### config.mk
export PLATFORM = sky130hd
export DESIGN_NAME = dff_reg_arbiter
export DESIGN_NICKNAME = d
export VERILOG_FILES = /design/src/rtl/dff_reg_arbiter.sv
export SDC_FILE = /design/constraint.sdc
export NUM_CORES = 1
export LEC_CHECK = 0
export CAP_MARGIN = 20
export CORE_MARGIN = 2
export CORE_UTILIZATION = 40
export DETAILED_ROUTE_END_ITERATION = 6
export PLACE_DENSITY = 0.86
export SETUP_SLACK_MARGIN = 0.5
export SLEW_MARGIN = 10
export SYNTH_ARGS = -nofsm -noshare
export SYNTH_HDL_FRONTEND = slang
export SYNTH_SLANG_ARGS = --single-unit
### constraint.sdc
create_clock -name clk -period 1.5 [get_ports clk]
set_input_delay 0.45 -clock clk [delete_from_list [all_inputs] [get_ports clk]]
set_output_delay 0.45 -clock clk [all_outputs]
set_load 0.05 [all_outputs]
### src/rtl/dff_reg_arbiter.sv
// Two-master round-robin front end for a shared WIDTH-bit D flip-flop register.
// Each grant runs a fixed IDLE->GRANT->APPLY->DONE sequence; q_bar tracks ~q_out.
module dff_reg_arbiter #(
   parameter int WIDTH = 8
) (
   input  logic             clk,
   input  logic             clr,
   input  logic             req0,
   input  logic [1:0]       op0,
   input  logic [WIDTH-1:0] d0,
   input  logic             req1,
   input  logic [1:0]       op1,
   input  logic [WIDTH-1:0] d1,
   output logic             gnt0,
   output logic             gnt1,
   output logic             done,
   output logic             busy,
   output logic [WIDTH-1:0] q_out,
   output logic [WIDTH-1:0] q_bar
);

   typedef enum logic [1:0] {
      IDLE  = 2'd0,
      GRANT = 2'd1,
      APPLY = 2'd2,
      DONE  = 2'd3
   } state_t;

   localparam logic [1:0] OP_LOAD   = 2'b00;
   localparam logic [1:0] OP_PRESET = 2'b01;
   localparam logic [1:0] OP_CLEAR  = 2'b10;

   state_t           state;
   state_t           state_nx;
   logic             gnt0_nx;
   logic             gnt1_nx;
   logic             done_nx;
   logic             busy_nx;
   logic             ptr;
   logic             ptr_nx;
   logic             pick;
   logic             req_g;
   logic [1:0]       op_r;
   logic [1:0]       op_nx;
   logic [WIDTH-1:0] d_r;
   logic [WIDTH-1:0] d_nx;
   logic [WIDTH-1:0] q_nx;

   assign q_bar = ~q_out;

   always_comb begin
      state_nx = state;
      gnt0_nx  = gnt0;
      gnt1_nx  = gnt1;
      done_nx  = 1'b0;
      busy_nx  = busy;
      ptr_nx   = ptr;
      op_nx    = op_r;
      d_nx     = d_r;
      q_nx     = q_out;
      pick     = 1'b0;
      req_g    = gnt1 ? req1 : req0;
      unique case (state)
         IDLE: begin
            if (req0 || req1) begin
               // pick=1 selects master 1: sole requester, or tie with ptr on 1
               pick     = req1 && (!req0 || ptr);
               gnt0_nx  = !pick;
               gnt1_nx  = pick;
               busy_nx  = 1'b1;
               state_nx = GRANT;
            end
         end
         GRANT: begin
            if (req_g) begin
               op_nx    = gnt1 ? op1 : op0;
               d_nx     = gnt1 ? d1 : d0;
               state_nx = APPLY;
            end else begin
               gnt0_nx  = 1'b0;
               gnt1_nx  = 1'b0;
               busy_nx  = 1'b0;
               state_nx = IDLE;
            end
         end
         APPLY: begin
            unique case (op_r)
               OP_LOAD:   q_nx = d_r;
               OP_PRESET: q_nx = '1;
               OP_CLEAR:  q_nx = '0;
               default:   q_nx = q_out;
            endcase
            done_nx  = 1'b1;
            state_nx = DONE;
         end
         DONE: begin
            gnt0_nx  = 1'b0;
            gnt1_nx  = 1'b0;
            busy_nx  = 1'b0;
            ptr_nx   = gnt0;
            state_nx = IDLE;
         end
         default: state_nx = IDLE;
      endcase
   end

   always_ff @(posedge clk or negedge clr) begin
      if (!clr) begin
         state <= IDLE;
         gnt0  <= 1'b0;
         gnt1  <= 1'b0;
         done  <= 1'b0;
         busy  <= 1'b0;
         ptr   <= 1'b0;
         op_r  <= 2'b00;
         d_r   <= '0;
         q_out <= '0;
      end else begin
         state <= state_nx;
         gnt0  <= gnt0_nx;
         gnt1  <= gnt1_nx;
         done  <= done_nx;
         busy  <= busy_nx;
         ptr   <= ptr_nx;
         op_r  <= op_nx;
         d_r   <= d_nx;
         q_out <= q_nx;
      end
   end

endmodule

Word-level counts from Yosys, hierarchy flattened
Index checks and enable logic that the tools add are counted.
{"block": "word_totals", "regBits": 25, "out_inout_bits": 20, "wordCells": 44, "inputBits": 24}
{"block": "classes", "n_eq_ne": 7, "bitwise": 1, "muxes": 15, "n_reduce_logical": 12}
{"op": "$pmux 8 s3", "n": 1}
{"op": "$pmux 1 s3", "n": 3}
{"op": "$mux 8", "n": 1}
{"op": "$not 8->8", "n": 1}
{"op": "$pmux 2 s4", "n": 1}
{"op": "$eq 2x2->1 const B", "n": 3}
{"op": "$mux 1", "n": 6}
{"op": "$mux 2", "n": 3}
{"op": "$reduce_bool 3->1", "n": 2}
{"op": "$eq 2x1->1 const B", "n": 2}
{"op": "$logic_not 2->1", "n": 2}
{"op": "$ne 2x2->1 const B", "n": 2}
{"op": "$reduce_and 2->1", "n": 2}
{"op": "$reduce_and 3->1", "n": 1}
{"op": "$logic_not 1->1", "n": 2}
{"op": "$logic_or 1x1->1", "n": 2}
{"op": "$logic_and 1x1->1", "n": 1}

Depth between registers and ports, before layout
{"block": "logic_depth", "depth_word": 6, "depth_mapped": 7, "depth_no_buf": 5}

Worst setup path before layout
OpenSTA, ideal clock, no wires.
{"block": "synth_path", "path_kind": "reg2reg", "from": "reg gnt1", "to": "reg d_r[1]", "path_buffers": 1, "stages_incl_launch_ff": 4, "t_arrival_ns": 1.678, "setup_ns": 0.125, "slack_ns": -0.303, "period_less_slack_ns": 1.803, "t_required_ns": 1.375, "cell_sequence": "dfrtp_1 -> buf_1 -> mux2_2 -> mux2_4"}
{"block": "synth_via", "elab_chain_len": 2, "word_cells_on_any_way": 3, "classes_between": "2 x mux; 1 x reduce/logical"}
{"item": "start: declaration", "line_no": "15", "text": "output logic gnt1,"}
{"item": "start signal: assignment", "line_no": "121", "text": "gnt1 <= gnt1_nx;"}
{"item": "$mux 1", "line_no": "62", "text": "req_g = gnt1 ? req1 : req0;"}
{"item": "$reduce_and 2->1 (no source line)"}
{"item": "end signal: assignment", "line_no": "126", "text": "d_r <= d_nx;"}
{"item": "end: declaration", "line_no": "45", "text": "logic [WIDTH-1:0] d_r;"}
Several ways; a longest one is shown, not always the timed one.
A chain may end at the register's enable or synchronous reset.

Worst setup path after layout
{"block": "layout_path", "from": "reg gnt1", "to": "reg d_r[3]"}
Same word-level chain as after synthesis.

==> results.ini <==
[clocking]
tritoncts=done
numCtsBuffers=3
clk_pin_slew_worst_paths_ns=0.14
clock_sink_count=25
clockRootBuffer=sky130_fd_sc_hd__clkbuf_4
cts_hold_repair.buffers=0
clock_insertion_delay_at_the_later_pin_of_the_skew_report_ns=0.33
cts_htree_levels=1
cts-root-to-sink-buffers=2

[power]
power.total_uw=6528
cellLeakagePower_uw=0.001005
max-vdd-ir-drop_mv=1.662
powerDensity_nw_per_um2=2727

[placed_design]
port_buffers=43
placedCellCount=187
finalWeightedCongestion=0.7869
detailedPlacementHpwl_mm=2.085

[synth]
syn_inst=109
synthesized_area_per_cell_um2=11.40
synth_seq_area_share_pct=50.35
synth_area_um2=1242
netlist-cell-type-count=24
synthesis.nets=135
yosysWarnings=0
synth.ff_latch_count=25

[route]
finalWirelength_mm=3.721
detail_route.drc_violations=0
detail_route.iter0.violations=35
per_cell_routed_wire_length_um=17.47
detail_route.first_pass.iterations=4
viasPerCell=5.268
dr_total_vias=1122
route.antenna.remaining_nets=0

[global_routing]
via_count_of_the_first_global_routing_pass=1225
grt_start_max_net_pins=26
grt_use_met3_pct=1.515
global_route.usage.met1_pct=27.87
grt_use_total_pct=23.20
total_global_routing_overflow=0
grt_pass1_wl_mm=6.037
grt_busiest_layer=met2
number_of_antenna_violations_at_the_first_check_in_global_routing=0
grt.met2_usage_pct=42.08

[critical_path]
worst-endpoint-required_ns=1.73
critical_path_arrival_ns=1.75
crit_buf_inv=0
series_of_cell_instances_along_the_critical_path=mux2_4, and3b_2, mux2_4
r2r_start=gnt1
critical-path-top-delay-family=multiplexers
cp-start-kind=flop
crit_path_end_kind=flop
timing.critical_path.from=gnt1
start_to_end_type_of_the_worst_setup_path=reg2reg
path_common_cell=sky130_fd_sc_hd__mux2_4
cpPeakStageDelay_ns=0.46
cpMaxStageDelayCell=sky130_fd_sc_hd__dfrtp_2
cp_max_fo=6

[final_layout]
nNetsFinal=207
area.growth.synth_to_final_pct=92.65
non_filler_instance_count_after_layout=213
mostFrequentLayoutCells=sky130_fd_sc_hd__clkdlybuf4s50_1 (21), sky130_fd_sc_hd__buf_12 (21), sky130_fd_sc_hd__buf_4 (20)
antennaDiodeCount=0
drive_above_1_share_pct=69.44

[sta]
final.setup.worst_slack_ns=-0.01794
slew_viol_final=0
final.min_clock_period_ns=1.518
clock-skew-final_ns=0.008778
finalHoldViolations=0
setup_viol_count_final=5
achievable-frequency_mhz=658.8
slew-limit-headroom_pct=78.73
rsz0062_at_grt=yes
period_share_pct=101.2
tightest_slew_ns=0.3190

[die]
initial_utilization_pct=41.38
design.portCount=44
chipWidth_um=59.73
core_area_um2=3003
fp.dieArea_um2=3568
fp-row-count=20
die-height_um=59.73

[outcome]
failed_checks=setup timing
status=finished with violations

[job]
max_cap_viol_count=0

[worst_hold_path]
hp-class=in2async

-- power breakdown --
part	switching, uW	total, uW	internal (uW)
combinational	2220	4720	2500
sequential	443	1490	1050
clock	211	315	104
-- synth_stat cells, drive strengths merged --
cell type / instances / area [um2]
a21oi: 16 / 80.08
mux2: 20 / 255.3
mux2i: 2 / 20.02
nand2b: 2 / 12.51
inv: 10 / 37.54
or2: 1 / 6.260
buf: 4 / 25.02
nor3: 1 / 5.000
a2bb2oi: 3 / 26.28
nor3b: 1 / 12.51
nor2b: 3 / 18.77
nor2: 10 / 37.54
nand2: 2 / 7.510
o2bb2ai: 1 / 8.760
ha: 2 / 25.02
and2: 1 / 6.260
and3b: 1 / 12.51
dfrtp: 25 / 625.6
o22ai: 2 / 12.51
clkbuf: 2 / 7.510
-- per-layer routing --
layer  share of wire, %  vias to the layer above
li1                   -                      514
met5                  0                        -
met2                 55                       46
met4                3.1                        0
met1                 38                      550
met3                3.8                       12
-- final timing paths --
path | cells past startpoint | slack [ns] | endpoint
min in group clk | 1 | 0.57 | d_r[2]
setup / recovery | 3 | -0.02 | d_r[3]
hold / removal | 2 | 0.50 | ptr
max in group asynchronous | 2 | 0.73 | q_out[2]
setup reg to reg | 3 | -0.02 | d_r[3]
hold reg to reg | 1 | 0.57 | d_r[2]
-- through the flow --
stage / setup TNS [ns] / cell area, um2 / hold slack, ns / setup WS [ns] / utilization, %
after floorplan: -0.8570 / 1311 / 0.1544 / -0.1186 / -
after global placement: -3.783 / 1993 / 0.4742 / -0.3686 / 66.38
after detailed placement: -4.539 / 1993 / 0.4856 / -0.4241 / 66.38
after CTS: -0.005859 / 2307 / 0.4885 / -0.005859 / 76.83
after global routing: -0.4288 / 2394 / 0.5139 / -0.05871 / 79.71
final: -0.06130 / 2394 / 0.4967 / -0.01794 / 79.71
-- cells by family after synthesis --
family / Yosys count / synth area share (%)
multiplexers: 22 / 22.16
AND/OR/NAND/NOR: 22 / 9.567
buffers and inverters: 16 / 5.640
AO/OA/AOI/OAI: 22 / 10.27
flip-flops: 25 / 50.35
adder cells (fa/ha/maj): 2 / 2.014
-- cell type report --
cell class	instances	area (um2)
timing repair buffer	72	888.4
multi-input combinational	69	728.2
sequential	25	641.9
fill	163	609.3
inverter	10	67.56
tap	33	41.29
clock buffer	4	26.28
-- registers in the layout, summed over array words and instances (netlist names), named ones only --
name   count
ptr        1
busy       1
state      1
op_r       2
gnt1       1
done       1
d_r        8
gnt0       1
q_out      8
-- what timing repair did --
item | 4_1_cts | 5_1_grt
gates cloned | 2 | 0
pin swaps | 5 | 10
hold endpoints to repair | 0 | 0
resized for setup | 39 | 14
setup buffers | 17 | 3
endpoints found under the setup margin | 44 | 44
Note: power is estimated with default switching activity, not from simulation.
